`src/rtl/poly_mult_pkg.sv`:
```
// Shared types and tile-count helpers for the tiled polynomial multiplier.
package poly_mult_pkg;

   typedef enum logic [2:0] {
      IDLE, CLEAR, ISSUE, DRAIN, WAIT_LOADER, DONE
   } sched_state_t;

   function automatic int tiles_a(input int poly_a_width, input int poly_a_tile_width);
      return poly_a_width / poly_a_tile_width;
   endfunction

   function automatic int tiles_b(input int poly_b_width, input int poly_b_tile_width);
      return poly_b_width / poly_b_tile_width;
   endfunction

   function automatic int clog2_min1(input int n);
      return (n > 1) ? $clog2(n) : 1;
   endfunction

endpackage

```
`src/rtl/tile_valid_pipe.sv`:
```
// Shift register of {valid, tile index} matching the coefficient memory read latency.
module tile_valid_pipe #(
   parameter int DEPTH = 2,
   parameter int IW    = 5
) (
   input  logic          clk,
   input  logic          rst,
   input  logic          in_valid,
   input  logic [IW-1:0] in_index,
   output logic          out_valid,
   output logic [IW-1:0] out_index,
   output logic          empty
);

   logic [DEPTH-1:0]         vld_pipe;
   logic [DEPTH-1:0][IW-1:0] idx_pipe;

   always_ff @(posedge clk) begin
      if (!rst) begin
         vld_pipe <= '0;
         idx_pipe <= '0;
      end else begin
         for (int i = DEPTH-1; i > 0; i--) begin
            vld_pipe[i] <= vld_pipe[i-1];
            idx_pipe[i] <= idx_pipe[i-1];
         end
         vld_pipe[0] <= in_valid;
         // Index is zeroed on bubbles so tile_index idles at 0.
         idx_pipe[0] <= in_valid ? in_index : '0;
      end
   end

   assign out_valid = vld_pipe[DEPTH-1];
   assign out_index = idx_pipe[DEPTH-1];
   assign empty     = ~|vld_pipe;

endmodule

```
`src/rtl/poly_tile_scheduler.sv`:
```
// Walks all (A tile, B tile) pairs for one C = A*B job, B outer / A inner.
// Optional perf counters enabled by defining SCHED_PERF_CNT_EN.
module poly_tile_scheduler
   import poly_mult_pkg::*;
#(
   parameter int POLY_A_WIDTH      = 128,
   parameter int POLY_B_WIDTH      = 128,
   parameter int POLY_A_TILE_WIDTH = 8,
   parameter int POLY_B_TILE_WIDTH = 8,
   parameter int MEM_LATENCY       = 2,
   localparam int NA = tiles_a(POLY_A_WIDTH, POLY_A_TILE_WIDTH),
   localparam int NB = tiles_b(POLY_B_WIDTH, POLY_B_TILE_WIDTH),
   localparam int NT = NA * NB,
   localparam int AW = clog2_min1(NA),
   localparam int BW = clog2_min1(NB),
   localparam int TW = $clog2(NT) + 1
) (
   input  logic          clk,
   input  logic          rst,
   input  logic          start,
   input  logic          mult_stall,
   input  logic          loader_done,
   output logic          loader_rst_n,
   output logic          a_rd_en,
   output logic [AW-1:0] a_rd_addr,
   output logic          b_rd_en,
   output logic [BW-1:0] b_rd_addr,
   output logic          tile_valid,
   output logic [TW-1:0] tile_index,
   output logic          busy,
   output logic          done
`ifdef SCHED_PERF_CNT_EN
   ,
   output logic [31:0]   perf_cycles,
   output logic [31:0]   perf_stall
`endif
);

   sched_state_t  state, state_nxt;
   logic [AW-1:0] a_idx;
   logic [BW-1:0] b_idx;
   logic [TW-1:0] t_idx;
   logic          issue;
   logic          pipe_empty;

   always_comb begin
      state_nxt    = state;
      issue        = 1'b0;
      loader_rst_n = 1'b1;
      busy         = (state != IDLE);
      done         = 1'b0;
      case (state)
         IDLE:        if (start) state_nxt = CLEAR;
         CLEAR: begin
            loader_rst_n = 1'b0;
            state_nxt    = ISSUE;
         end
         ISSUE: begin
            issue = !mult_stall;
            if (issue && t_idx == TW'(NT-1)) state_nxt = DRAIN;
         end
         DRAIN:       if (pipe_empty) state_nxt = WAIT_LOADER;
         WAIT_LOADER: if (loader_done) state_nxt = DONE;
         DONE: begin
            done      = 1'b1;
            state_nxt = IDLE;
         end
         default:     state_nxt = IDLE;
      endcase
   end

   // Issue count equals b*NA+a because A is the inner loop.
   always_ff @(posedge clk) begin
      if (!rst) begin
         state <= IDLE;
         a_idx <= '0;
         b_idx <= '0;
         t_idx <= '0;
      end else begin
         state <= state_nxt;
         if (state == CLEAR) begin
            a_idx <= '0;
            b_idx <= '0;
            t_idx <= '0;
         end else if (issue) begin
            t_idx <= t_idx + 1'b1;
            if (a_idx == AW'(NA-1)) begin
               a_idx <= '0;
               b_idx <= (b_idx == BW'(NB-1)) ? '0 : b_idx + 1'b1;
            end else begin
               a_idx <= a_idx + 1'b1;
            end
         end
      end
   end

   assign a_rd_en   = issue;
   assign b_rd_en   = issue;
   assign a_rd_addr = a_idx;
   assign b_rd_addr = b_idx;

   tile_valid_pipe #(.DEPTH(MEM_LATENCY), .IW(TW)) u_pipe (
      .clk       (clk),
      .rst       (rst),
      .in_valid  (issue),
      .in_index  (t_idx),
      .out_valid (tile_valid),
      .out_index (tile_index),
      .empty     (pipe_empty)
   );

`ifdef SCHED_PERF_CNT_EN
   // CLEAR loads 1 so the CLEAR cycle itself is counted.
   always_ff @(posedge clk) begin
      if (!rst) begin
         perf_cycles <= '0;
         perf_stall  <= '0;
      end else if (state == CLEAR) begin
         perf_cycles <= 32'd1;
         perf_stall  <= '0;
      end else if (state != IDLE) begin
         if (perf_cycles != '1) perf_cycles <= perf_cycles + 32'd1;
         if (state == ISSUE && mult_stall && perf_stall != '1)
            perf_stall <= perf_stall + 32'd1;
      end
   end
`endif

endmodule

```
`config.mk`:
```
export PLATFORM = sky130hd
export DESIGN_NAME = poly_tile_scheduler
export DESIGN_NICKNAME = d
export VERILOG_FILES = /design/src/rtl/poly_mult_pkg.sv /design/src/rtl/tile_valid_pipe.sv /design/src/rtl/poly_tile_scheduler.sv
export SDC_FILE = /design/constraint.sdc
export NUM_CORES = 1
export LEC_CHECK = 0
export BUFFER_PORTS_ARGS = -buffer_cell sky130_fd_sc_hd__buf_2
export CAP_MARGIN = 20
export CELL_PAD_IN_SITES_DETAIL_PLACEMENT = 0
export CELL_PAD_IN_SITES_GLOBAL_PLACEMENT = 2
export CORE_MARGIN = 5
export CORE_UTILIZATION = 33
export CTS_CLUSTER_SIZE = 10
export DETAILED_ROUTE_END_ITERATION = 8
export PLACE_DENSITY_LB_ADDON = 0.3
export SYNTH_ARGS = -nofsm -noshare
export SYNTH_HDL_FRONTEND = slang
export SYNTH_SLANG_ARGS = --single-unit
```
`constraint.sdc`:
```
create_clock -name clk -period 2.3 [get_ports clk]
set_clock_uncertainty 0.2 [all_clocks]
set_input_delay 0.46 -clock clk [delete_from_list [all_inputs] [get_ports clk]]
set_output_delay 0.46 -clock clk [all_outputs]
set_load 0.02 [all_outputs]
```
## Word level (Yosys, flattened, before mapping)

Index checks and enable logic that the tools add are counted.

- Output and inout bits: 23
- Input port bits: 5
- Word-level logic and storage cells: 42
- Bits in registers: 40

- Muxes and demuxes: 10
- Reduce and logical (&&, ||, !) cells: 9
- Add/subtract/negate cells: 3
- Equal/unequal tests: 12
- Bitwise gates (word level): 1

Operators by type and width:

| kind | number |
|---|---|
| $pmux 3 s5 | 1 |
| $mux 3 | 4 |
| $add 9x1->9 const B | 1 |
| $eq 9x8->1 const B | 1 |
| $add 4x1->4 const B | 2 |
| $eq 4x4->1 const B | 2 |
| $mux 4 | 2 |
| $ne 2x2->1 const B | 4 |
| $eq 3x2->1 const B | 2 |
| $eq 3x3->1 const B | 2 |
| $reduce_and 2->1 | 2 |
| $reduce_and 4->1 | 1 |
| $reduce_or 2->1 | 2 |
| $eq 3x1->1 const B | 1 |
| $logic_not 3->1 | 1 |
| $mux 1 | 3 |
| $reduce_bool 3->1 | 1 |
| $logic_and 1x1->1 | 1 |
| $logic_not 1->1 | 1 |
| $not 1->1 | 1 |

## Logic depth before layout (Yosys ltp)

Gate-level depths: netlist of the first run.

- Word-level depth: 4
- Gate-level depth with buffers: 6
- Gate-level depth less buffers: 6

## Cells and area by module

Synthesis of the first run repeated with hierarchy kept, for this count alone.

- Cells, all modules: 156
- Area, all modules: 1,561.5 µm²

Modules (own cells, without submodules):

| module | sequential area each (µm²) | cells an instance | times used | area each (µm²) |
|---|---|---|---|---|
| poly_tile_scheduler | 400.4 | 104 | 1 | 954.7 |
| tile_valid_pipe | 400.4 | 52 | 1 | 606.8 |

## Least setup slack after synthesis of the first run

Ideal clock, no wire load.

- Path type: input port to output port
- Start point: in mult_stall
- End point: out b_rd_en
- Data arrival time: 1.620 ns
- Data required time: 1.640 ns
- Stages: 5
- Setup slack: 0.020 ns
- Path buffers: 3
- Cells stage by stage: or4b_1 buf_2 inv_1 buf_2 buf_4

- Cells in the longest elaborated chain, start to end: 2

Ends and longest elaborated chain:

| what | RTL line | text |
|---|---|---|
| from (decl) | poly_tile_scheduler.sv:21 | `input logic mult_stall,` |
| $logic_not 1->1 | poly_tile_scheduler.sv:59 | `issue = !mult_stall;` |
| $mux 1 | poly_tile_scheduler.sv:52 | `case (state)` |
| to (decl) | poly_tile_scheduler.sv:26 | `output logic b_rd_en,` |

Every way passes these cells.

## Final worst setup path of the first run

- Start point: reg state[0]
- End point: out a_rd_en

- Cells in the longest elaborated chain, start to end: 2

Ends and longest elaborated chain:

| what | RTL line | text |
|---|---|---|
| from (decl) | poly_tile_scheduler.sv:39 | `sched_state_t state, state_nxt;` |
| from (signal assigned) | poly_tile_scheduler.sv:80 | `state <= state_nxt;` |
| $eq 3x2->1 | poly_tile_scheduler.sv:52 |  |
| $mux 1 | poly_tile_scheduler.sv:52 |  |
| to (decl) | poly_tile_scheduler.sv:24 | `output logic a_rd_en,` |

Every way passes these cells.

==> run summary, run 1 <==
The run finished with clean final reports. The data required time of the worst path is 1640 ps. Setup repair after global routing left no endpoint under its margin. The violation count after the first detailed-routing iteration is 51, and the clock buffer count from CTS is 5.

The first global-routing pass estimated 5220 microns of wire. The CTS clock-pin slew for the worst setup and hold paths works out to 80 ps. Number of input and output port buffers inserted: 27. The root buffer cell was sky130_fd_sc_hd__clkbuf_8.

The tools report the number of maximum-capacitance constraint violations as 0. CTS saw 40 sinks. Yosys printed 0 warnings. In this run, post-CTS hold repair placed 0 buffers.

The kind of cell adding the most delay to the critical path was simple AND/OR/NAND/NOR gates. Measured along the x axis, the die boundary spans 79.7 microns. The tools report the global routing met3 resource utilization as 0.0361. Share of the clock period used by the worst path after layout: 0.969.

STA classifies the critical path startpoint as a flip-flop. The met1 usage in global routing is 0.119. Layer with the highest usage after global routing: met2. The net count of the mapped netlist was 178.

STA classifies the critical path endpoint as a primary output. Counting I/O delays and the setup requirement, the final critical path takes 2230 ps. Post-CTS timing repair inserted 0 buffers for setup. Power spread over the standard cell area amounts to 725 mW/mm^2. The synthesis-to-finish area growth was 15.2%; the core box area was 0.00472 sq mm. The global placement routability congestion is 0.792. The number of ports placed on the die boundary was 28; the number of nets with antenna violations after routing was 0. The cell count after synthesis came out at 169. The total inserted antenna cells came out at 0. The logs give 0.500 for the share of synthesized area occupied by flip-flops and latches and 449 MHz for the highest attainable clock frequency. Along the worst path, the maximum fanout reaches 8. The flop and latch count out of synthesis is 40.

The worst-case IR drop observed on VDD is 0.261 mV. The category of the critical setup timing path was reg2out. The layout has 472 filler cells.

The average cell area after synthesis was 9.48 sq um; the quantity of gates resized following cts was 0. The number of buffer and inverter stages on the critical path was 2; the count of H-tree levels built during CTS was 2. The tools report the number of hold-slack violations in the final timing report as 0.

The run gives 0 as the total overflow reported by the global router. After legalization and detailed placement, the total HPWL measured 2150 microns. The die area is 0.00635 sq mm.

The worst slack on hold paths is 233 ps, and the clock latency on the worst-skew pair is 290 ps. The critical path goes through or4b_1, inv_1, buf_2. For the maximum clock insertion buffer count, the log shows 2. The pin slew with the least headroom to its limit was 541 ps. The logs give 4 for the length of the first detailed-routing pass in iterations and 0 ps for the total negative slack. The maximum number of pins on one net before global-route repair was 25. TritonCTS built the clock tree. After the last flow step, the layout net total stands at 197.

After synthesis, the netlist uses 36 different library cells. The logs give 0 for the final-report max-slew violation count and 0.638 for the relative max-transition margin. The overall die height came out at 79.7 microns. The met2 layer usage reported by global route came out at 0.176.

The logs give 0.107 for the overall routing resource usage and 1149 for the number of global-route vias before repair. The number of vias per cell was 4.73. Summing every instance area after synthesis gives 0.00160 sq mm. The slowest stage of the critical path is the sky130_fd_sc_hd__or4b_1 cell. The number of antenna violations at the first check in global routing is 0. The overall via count from detail_route was 1210; the wire length after detailed routing was 3130 microns. The fraction of layout instances using a drive strength above 1 works out to 0.222. The count of unresolved DRC violations after routing was 0; the number of standard-cell rows in the floorplan was 25.

For this run, the slowest stage of the critical path takes 570 ps. In this run the static leakage power is 0.791 nW. After detailed routing, the average wire length per cell comes to 12.2 microns. For the total of endpoints with negative setup slack in the final report, the log shows 0. Path type of the worst min-delay path: reg2reg. For the worst setup path, the data arrival time is 1570 ps. For the effective utilization at floorplan, the log shows 0.339.
==> cell families (layout without fill, tap and decap cells) <==
logic type,count (synthesis),after routing,share of synthesized area
adder cells (fa/ha/maj),4,4,0.0313
AND/OR/NAND/NOR,65,65,0.240
multiplexers,3,3,0.0195
AO/OA/AOI/OAI,30,30,0.116
XOR/XNOR,1,1,0.00547
flip-flops,40,40,0.500
buffers and inverters,26,46,0.0875
==> routing by layer <==
layer	wire length, microns	up-vias
met3	142	8
met2	1420	26
met1	1480	551
met5	0	-
li1	-	625
met4	85	0
==> Yosys cell counts <==
| cell | count | area, sq um |
|---|---|---|
| sky130_fd_sc_hd__mux2i_1 | 2 | 20.0 |
| sky130_fd_sc_hd__xnor2_1 | 1 | 8.76 |
| sky130_fd_sc_hd__nor2_1 | 4 | 15.0 |
| sky130_fd_sc_hd__buf_2 | 4 | 20.0 |
| sky130_fd_sc_hd__nand3_1 | 8 | 40.0 |
| sky130_fd_sc_hd__and3_1 | 11 | 68.8 |
| sky130_fd_sc_hd__ha_1 | 4 | 50.1 |
| sky130_fd_sc_hd__nand2_1 | 9 | 33.8 |
| sky130_fd_sc_hd__or3_1 | 2 | 12.5 |
| sky130_fd_sc_hd__or4b_1 | 1 | 10.0 |
| sky130_fd_sc_hd__a21o_1 | 1 | 7.51 |
| sky130_fd_sc_hd__a41oi_1 | 1 | 8.76 |
| sky130_fd_sc_hd__a31oi_1 | 2 | 12.5 |
| sky130_fd_sc_hd__o31ai_1 | 5 | 37.5 |
| sky130_fd_sc_hd__a211oi_1 | 1 | 7.51 |
| sky130_fd_sc_hd__a21boi_0 | 1 | 7.51 |
| sky130_fd_sc_hd__clkbuf_1 | 5 | 18.8 |
| sky130_fd_sc_hd__and3b_1 | 1 | 8.76 |
| sky130_fd_sc_hd__inv_1 | 7 | 26.3 |
| sky130_fd_sc_hd__dfxtp_1 | 40 | 801 |
| sky130_fd_sc_hd__nor3_1 | 1 | 5.00 |
| sky130_fd_sc_hd__nor4_1 | 1 | 6.26 |
| sky130_fd_sc_hd__or4_1 | 5 | 37.5 |
| sky130_fd_sc_hd__nand4_1 | 2 | 12.5 |
| sky130_fd_sc_hd__and2_1 | 12 | 75.1 |
| sky130_fd_sc_hd__mux2_2 | 1 | 11.3 |
| sky130_fd_sc_hd__a22oi_1 | 1 | 7.51 |
| sky130_fd_sc_hd__o21ai_0 | 3 | 15.0 |
| sky130_fd_sc_hd__or3b_2 | 2 | 17.5 |
| sky130_fd_sc_hd__buf_4 | 10 | 75.1 |
| sky130_fd_sc_hd__a32oi_1 | 1 | 8.76 |
| sky130_fd_sc_hd__or2_2 | 1 | 6.26 |
| sky130_fd_sc_hd__nand3b_1 | 3 | 22.5 |
| sky130_fd_sc_hd__a311oi_1 | 1 | 8.76 |
| sky130_fd_sc_hd__a21oi_1 | 13 | 65.1 |
| sky130_fd_sc_hd__nor2b_1 | 2 | 12.5 |
==> worst paths after layout <==
kind | start | end | slack (ps) | depth (start not counted)
hold / removal | u_pipe.idx_pipe[2] | u_pipe.out_index[2] | 230 | 1
setup / recovery | state[0] | a_rd_en | 70 | 3
setup reg to reg | state[0] | t_idx[3] | 240 | 4
hold reg to reg | u_pipe.idx_pipe[2] | u_pipe.out_index[2] | 230 | 1
==> area by class of cell <==
| type | count | area [sq um] | area share |
|---|---|---|---|
| clock inverter | 2 | 35.0 | 0.0190 |
| timing repair buffer | 31 | 165 | 0.0896 |
| tap | 67 | 83.8 | 0.0455 |
| multi-input combinational | 103 | 661 | 0.358 |
| inverter | 7 | 26.3 | 0.0142 |
| clock buffer | 6 | 72.6 | 0.0393 |
| sequential | 40 | 801 | 0.434 |
==> stage by stage <==
step                std cells  utilization  total power, W  instance area, sq um  setup slack (ps)
floorplan                 169            -        0.000774                  1600              19.6
global placement          248        0.368        0.000794                  1740               167
detailed placement        248        0.368        0.000796                  1740               120
CTS                       256        0.390         0.00136                  1840              60.9
global route              256        0.390         0.00140                  1840              4.43
finish                    256        0.390         0.00134                  1840              72.3
==> sequential cells by signal, summed over array words and instances, names as in the netlist <==
name and count:
a_rd_addr 4, b_rd_addr 4, state 3, t_idx 9
u_pipe.idx_pipe 9, u_pipe.out_index 9, u_pipe.vld_pipe 2
==> report_power, final <==
part / internal (W) / switching (W) / total, W
clock network: 0.000322 / 0.000236 / 0.000558
registers: 0.000699 / 0.00000822 / 0.000707
logic: 0.0000258 / 0.0000457 / 0.0000715
total: 0.00105 / 0.000290 / 0.00134
==> worst reg2reg max path, stage by stage (launching register included) <==
cell and delay [ps]:
sky130_fd_sc_hd__dfxtp_1 370, sky130_fd_sc_hd__or4b_1 570, sky130_fd_sc_hd__buf_4 220, sky130_fd_sc_hd__or4_1 480, sky130_fd_sc_hd__a21oi_1 150
==> cells in the final DEF (no fill, tap or decap), types with 4 or more instances in the layout <==
cell	synthesis	layout
sky130_fd_sc_hd__or4_1	5	5
sky130_fd_sc_hd__a21oi_1	13	13
sky130_fd_sc_hd__o31ai_1	5	5
sky130_fd_sc_hd__and3_1	11	11
sky130_fd_sc_hd__nand2_1	9	9
sky130_fd_sc_hd__clkbuf_8	0	5
sky130_fd_sc_hd__dfxtp_1	40	40
sky130_fd_sc_hd__buf_2	4	27
sky130_fd_sc_hd__inv_1	7	7
sky130_fd_sc_hd__ha_1	4	4
sky130_fd_sc_hd__buf_4	10	4
sky130_fd_sc_hd__nand3_1	8	8
sky130_fd_sc_hd__and2_1	12	12
sky130_fd_sc_hd__nor2_1	4	4
(Power assumes the default switching activity.)
==> run 2: changes to the inputs <==
--- a/config.mk
+++ b/config.mk
@@ -16,4 +16,5 @@
 export PLACE_DENSITY_LB_ADDON = 0.3
 export SYNTH_ARGS = -nofsm -noshare
 export SYNTH_HDL_FRONTEND = slang
+export SYNTH_HIERARCHICAL = 1
 export SYNTH_SLANG_ARGS = --single-unit
==> run 2 against run 1 <==
Effect of this change: fmax rose by 12%; non-clock buffer count is 3 higher; sequential power rose by 0.8%; worst hold slack gained 4.3 ps; sequential share of layout area increased by 0.21 points; critical path depth stayed put; clock-buffer cell count did not move; sequential cell count unchanged; highest routed layer unchanged.
==> run summary, run 2 <==
The tools report the length of the first detailed-routing pass in iterations as 4. The overall die height is 78.8 microns, and the core box area is 0.00466 sq mm. The average cell area after synthesis works out to 10.0 sq um. Post-CTS repair changed the size of 0 cells.

The detailed router placed 1067 vias in this run. The finished layout cell area is 0.00184 sq mm. For the wire length after detailed routing, the log shows 2660 microns. The leading cell type in the layout, fill and taps excluded is sky130_fd_sc_hd__dfxtp_1. STA classifies the critical path startpoint as a flip-flop.

Counting instances in the post-synthesis netlist gives the leading cell types as 40 x sky130_fd_sc_hd__dfxtp_1, 16 x sky130_fd_sc_hd__nor2_1, 12 x sky130_fd_sc_hd__and2_1, 12 x sky130_fd_sc_hd__and3_1, 11 x sky130_fd_sc_hd__buf_4. In this run the cell area of the synthesized design comes to 0.00156 sq mm. For this run, the leading register cell type out of synthesis is sky130_fd_sc_hd__dfxtp_1. The tools report the startpoint of the worst-slack reg-to-reg timing path as state[0]. The run gives 0 as the total inserted antenna cells. The overall die width was 78.8 microns. The path depth of the worst reg2reg path is 6, and the effective utilization at floorplan is 0.335. Clock tree synthesis inserted a total of 5 buffers. Dividing the detail-routed wire length by the instance count gives 11.2 microns. Setup repair after global routing left no endpoint under its margin.

The tools report the count of unresolved DRC violations after routing as 0. For the maximum number of pins on one net before global-route repair, the log shows 26. The count of H-tree levels built during CTS was 2.

For this design, the CTS-stage hold fixing added 0 buffers. Across the whole layout, storage elements account for 801 sq um. Cell internal power was estimated by the tool at 0.00110 W. After technology mapping, the gate count stands at 156.

TritonCTS built the clock tree. Yosys printed 6 warnings. Setup violations remaining at the end of the flow were counted as 0. The clock drives 40 sinks.

The number of library cell types mapped by synthesis is 32. The run finished with clean final reports. Yosys mapped a number of flops with a built-in enable equal to 0.

The tools report the worst vdd rail ir drop as 0.413 mV. The later pin in the worst-skew pair is clocked with a latency of 290 ps. For the standby leakage power, the log shows 0.830 nW.

The logs give 1880 microns for the detailed-placement wirelength estimate and 191 for the net total in the final layout. Of all nets on the critical path, the largest fanout is 9. The share of synthesized area occupied by flip-flops and latches was 0.513; the synthesis-to-finish area growth was 17.5%. The routed design could run at a clock period as short as 1990 ps.

Power spread over the standard cell area amounts to 766 mW/mm^2. The CTS clock-pin slew for the worst setup and hold paths was 80 ps; the multi-input gate area in the final layout was 647 sq um. The library cells used most frequently in the layout, excluding fill and tap cells, are 40 x sky130_fd_sc_hd__dfxtp_1, 27 x sky130_fd_sc_hd__buf_2, 16 x sky130_fd_sc_hd__nor2_1.

The depth of the worst hold-timing path is 1, and the violation count after the first detailed-routing iteration is 53. The net switching share of the total power was 0.219. The most critical setup path has its startpoint at state[0]. The worst hold path begins at u_pipe/idx_pipe[0]. The most common cell in the synthesized netlist was sky130_fd_sc_hd__dfxtp_1. The number of vias per cell was 4.50.

The final-report max-slew violation count was 0. The worst path arrival time is 1330 ps. For the number of global-route vias before repair, the log shows 1099.

The placed instance area came out at 0.00169 sq mm. Async set-or-reset flop fraction in the synthesized netlist: 0. The run gives 0 as the number of hold-slack violations in the final timing report. The share of the clock period used by the worst path after layout was 0.866. The tree is rooted in a sky130_fd_sc_hd__clkbuf_8. Sorting the synthesized cells by area gives the leading types as sky130_fd_sc_hd__dfxtp_1 51%, sky130_fd_sc_hd__buf_4 5.3%, sky130_fd_sc_hd__and2_1 4.8%. The filler cells instantiated in the layout total 468.

The pin slew with the least headroom to its limit is 332 ps. Once detail routing completed, the nets flagged for antenna violations numbered 0. Max-cap violations in this run came to 0. The overall routing resource usage was 0.0989. The part of the power in the clock network came out at 0.419. The first global-routing pass estimated 4830 microns of wire. Counting flops and latches in the post-synthesis netlist gives 40. Share of total power in combinational logic: 0.073. For the global placement routability congestion, the log shows 0.735. The sequential power share is 0.507.

Number of ports placed on the die boundary: 28. Summed over all failing endpoints, the final setup total negative slack is 0 ps. For this design the total switching power over the nets is 0.000309 W. The run gives 0 as the number of antenna violations at the first check in global routing. The data required time of the worst path was 1640 ps; the relative max-transition margin was 0.778.

The maximum clock insertion buffer count is 2, and the total overflow reported by the global router is 0. The area share of the largest cell type after synthesis works out to 0.513. sky130_fd_sc_hd__dfxtp_1 takes more of the synthesized area than any other cell.

The count of buffers added on input and output ports is 27. The highest attainable clock frequency was 502 MHz; the die area was 0.00621 sq mm. After floorplanning, the core was divided into 25 placement rows. The critical path is of the reg2out type. The tightest min-delay check is of the reg2reg type. STA classifies the critical path endpoint as a primary output.

When the netlist entered floorplanning its net count stood at 165. Fraction of layout instances using a drive strength above 1: 0.235.
-- run 2: metrics by stage --
step | total power (W) | utilization | hold slack [ps] | cells | worst slack (ps)
detailed placement | 0.000830 | 0.363 | 218 | 226 | 132
global route | 0.00147 | 0.394 | 261 | 237 | 227
finish | 0.00141 | 0.394 | 237 | 237 | 309
floorplan | 0.000797 | - | 206 | 156 | 367
CTS | 0.00142 | 0.389 | 237 | 234 | 18.7
global placement | 0.000827 | 0.363 | 212 | 226 | 205
-- run 2: critical path, cell delays in order, from the launching register on --
cell and delay [ps]:
sky130_fd_sc_hd__dfxtp_1 390, sky130_fd_sc_hd__nor4b_4 280, sky130_fd_sc_hd__buf_4 200, sky130_fd_sc_hd__buf_2 180
-- run 2: area by class of cell --
type	count	share of cell area
Multi-Input combinational cell	98	0.352
Timing Repair Buffer	34	0.102
Clock buffer	6	0.0450
Clock inverter	2	0.0211
Inverter	3	0.00613
Tap cell	54	0.0368
Sequential cell	40	0.436
-- run 2: routing by layer --
layer	part of all wire	global-route usage	wire length, microns	up-vias
met3	0.046	0.0420	123	5
met5	0	0	0	-
met4	0.016	0.0472	43	0
li1	-	-	-	576
met2	0.45	0.160	1180	17
met1	0.49	0.112	1300	469
-- run 2: final timing paths --
check        slack, ps                   to
max                310              b_rd_en
min                240  u_pipe/out_index[0]
max reg2reg        520         a_rd_addr[3]
min reg2reg        240  u_pipe/out_index[0]
-- run 2: cell families (layout without fill, tap and decap cells) --
group | count (synthesis) | after routing | share of synthesized area
AOI/OAI and AO/OA | 13 | 13 | 0.0513
and+or+nand+nor | 68 | 68 | 0.255
adders and majority gates | 4 | 4 | 0.0321
buffers and inverters | 18 | 45 | 0.0729
muxes | 4 | 4 | 0.0256
DFF | 40 | 40 | 0.513
xor gates and xnor gates | 9 | 9 | 0.0505
-- run 2: power by group through the flow --
stage | logic [W] | clock network [W] | registers [W]
2_1_floorplan | 0.0000687 | 0 | 0.000728
5_1_grt | 0.000116 | 0.000643 | 0.000715
3_3_place_gp | 0.0000980 | 0 | 0.000729
3_5_place_dp | 0.000100 | 0 | 0.000729
6_report | 0.000103 | 0.000590 | 0.000713
4_1_cts | 0.000101 | 0.000610 | 0.000713
-- run 2: repair_timing --
| item | CTS | global route |
|---|---|---|
| setup endpoints to repair | 2 | 2 |
| endpoints found under the hold margin | 0 | 0 |
| pin swaps | 1 | 1 |
| buffers inserted | 0 | 3 |
==> run 3: changes to the inputs <==
--- a/config.mk
+++ b/config.mk
@@ -5,10 +5,12 @@
 export SDC_FILE = /design/constraint.sdc
 export NUM_CORES = 1
 export LEC_CHECK = 0
+export ABC_CLOCK_PERIOD_IN_PS = 2300
 export BUFFER_PORTS_ARGS = -buffer_cell sky130_fd_sc_hd__buf_2
 export CAP_MARGIN = 20
 export CELL_PAD_IN_SITES_DETAIL_PLACEMENT = 0
 export CELL_PAD_IN_SITES_GLOBAL_PLACEMENT = 2
+export CORE_ASPECT_RATIO = 0.8
 export CORE_MARGIN = 5
 export CORE_UTILIZATION = 33
 export CTS_CLUSTER_SIZE = 10
==> run 3 against run 2 <==
Effect of this change: sequential cell count did not move; global-route usage up 0.096 points; clock power increased by 0.7%; clock-buffer cell count did not move; wire length increased by 6.9%; largest cell class unchanged.
==> run summary, run 3 (synthesis gave the netlist of run 2 again) <==
Summing all non-filler instances in the final layout gives an area of 0.00181 sq mm. Quantity of hold-fixing buffers added after cts: 0. The run gives 0.00460 sq mm as the core box area. The tools report the length of the first detailed-routing pass in iterations as 4. For the clock buffer count from CTS, the log shows 5.

The number of antenna diodes in the final layout is 0. Summed over all layers, the global routing overflow is 0. In the final timing run, aggregate negative setup slack is 0 ps. The overall routing resource usage is 0.0999, and the share of the clock period used by the worst path after layout is 0.927.

The total number of clock tree sinks came out at 40. Relative max-transition margin: 0.597. Layer with the highest usage after global routing: met2.

The highest attainable clock frequency was 469 MHz. In this run the number of H-tree levels came out at 2. At the placement stage, the worst setup path has a slack of 351 ps. TritonCTS built the clock tree.

The run gives 0 as the number of antenna violations at the first check in global routing. Highest net fanout along the worst path: 15. The kind of end point of the critical path is a primary output.

The met2 layer usage reported by global route was 0.154. The CTS clock-pin slew for the worst setup and hold paths came out at 80 ps. For the global routing met3 resource utilization, the log shows 0.0437.

The final design utilization was 0.393. Setup slack closes at 168 ps. For the worst setup path, the data arrival time is 1470 ps. Setup repair after global routing left no endpoint under its margin.

CTS placed an instance of sky130_fd_sc_hd__clkbuf_8 at the clock tree root. The die covers 0.00622 sq mm. The detailed router placed 1118 vias in this run. For the total of endpoints with negative setup slack in the final report, the log shows 0. The placed instance area is 0.00168 sq mm. The tools report the maximum clock insertion buffer count as 2.

The wire length of the first global-routing pass was 4870 microns; the number of buffer and inverter stages on the critical path was 2. The flow ran to the end, and the final reports show no timing, DRC or antenna violations. The critical path is of the reg2out type.

The wire length after detailed routing came out at 2840 microns. The number of hold-slack violations in the final timing report was 0; the effective utilization at floorplan was 0.340. After detailed routing, the average wire length per cell comes to 11.9 microns.

The number of global-route vias before repair came out at 1076. Post-CTS repair changed the size of 0 cells. After detailed routing, the number of vias per cell comes to 4.70. The run gives 1640 ps as the data required time of the worst path.

The standby leakage power is 0.804 nW, and the number of ports placed on the die boundary is 28. Kind of cell adding the most delay to the critical path: flip-flops. Buffers placed on the I/O ports in this run total 27.

Pin slew with the least headroom to its limit: 604 ps. The violation count after the first detailed-routing iteration came out at 77. The final-report max-slew violation count was 0. Leaving out fill and tap cells, the most frequent cell in the layout is sky130_fd_sc_hd__dfxtp_1. The run gives 26 as the maximum number of pins on one net before global-route repair.

The top cell types in the final layout, fill and taps aside, are 40 x sky130_fd_sc_hd__dfxtp_1, 27 x sky130_fd_sc_hd__buf_2, 16 x sky130_fd_sc_hd__nor2_1. Post-CTS timing repair inserted 0 buffers for setup. STA classifies the critical path startpoint as a flip-flop. Detailed placement finished with a half-perimeter wire length of 2000 microns.

The final layout contains 186 nets. The area growth from synthesis to layout is 15.6%. Number of maximum-capacitance constraint violations: 0. Number of standard-cell rows in the floorplan: 22. The critical path goes through nor4b_4, buf_4, buf_2. IR analysis of the VDD net gives a maximum drop of 0.288 mV. The biggest cell delay along the critical path came out at 490 ps. Clock latency on the worst-skew pair: 280 ps.

The tools report the met1 usage in global routing as 0.119. The number of nets with antenna violations after routing is 0. Measured along the x axis, the die boundary spans 86.9 microns.

The routed design could run at a clock period as short as 2130 ps. The slowest stage of the critical path is the sky130_fd_sc_hd__dfxtp_1 cell. For this design the ratio of total power to cell area is 776 mW/mm^2. Path type of the worst min-delay path: reg2reg.

The count of unresolved DRC violations after routing was 0. The tools report the global placement routability congestion as 0.754. The floorplan step set the die height to 71.5 microns.

The fraction of layout instances using a drive strength above 1 came out at 0.213.
==> run 3: changes by cell type in the layout (fill, tap and decap cells not counted), sizes merged <==
cell	change
buf	-5
==> run 3: final timing paths <==
path	startpoint	endpoint	slack [ps]	depth (start not counted)
setup / recovery	state[1]	a_rd_en	170	3
hold / removal	u_pipe/idx_pipe[8]	u_pipe/out_index[8]	240	1
setup reg to reg	state[1]	b_rd_addr[3]	420	5
hold reg to reg	u_pipe/idx_pipe[8]	u_pipe/out_index[8]	240	1
==> run 3: metal layers <==
layer / vias up / part of all wire
met5: - / 0
met4: 0 / 0.025
met3: 10 / 0.067
met2: 34 / 0.44
met1: 509 / 0.47
li1: 565 / -
==> run 3: layout make-up <==
type	count	area, sq um
Clock buffer	6	82.6
Clock inverter	2	38.8
Fill cell	456	2790
Inverter	3	11.3
Multi-Input combinational cell	98	647
Sequential cell	40	801
Tap cell	60	75.1
Timing Repair Buffer	29	150
==> run 3: report_power, final <==
| group | internal (W) | switching, W |
|---|---|---|
| clock network | 0.000355 | 0.000240 |
| registers | 0.000702 | 0.0000158 |
| logic | 0.0000326 | 0.0000566 |
| total | 0.00109 | 0.000312 |
==> run 3: per-stage QoR <==
stage	std cells	power, W	hold WS (ps)
after floorplan	156	0.000797	206
after global placement	230	0.000820	215
after detailed placement	230	0.000825	220
after CTS	238	0.00142	239
after global routing	238	0.00147	260
final	238	0.00140	237
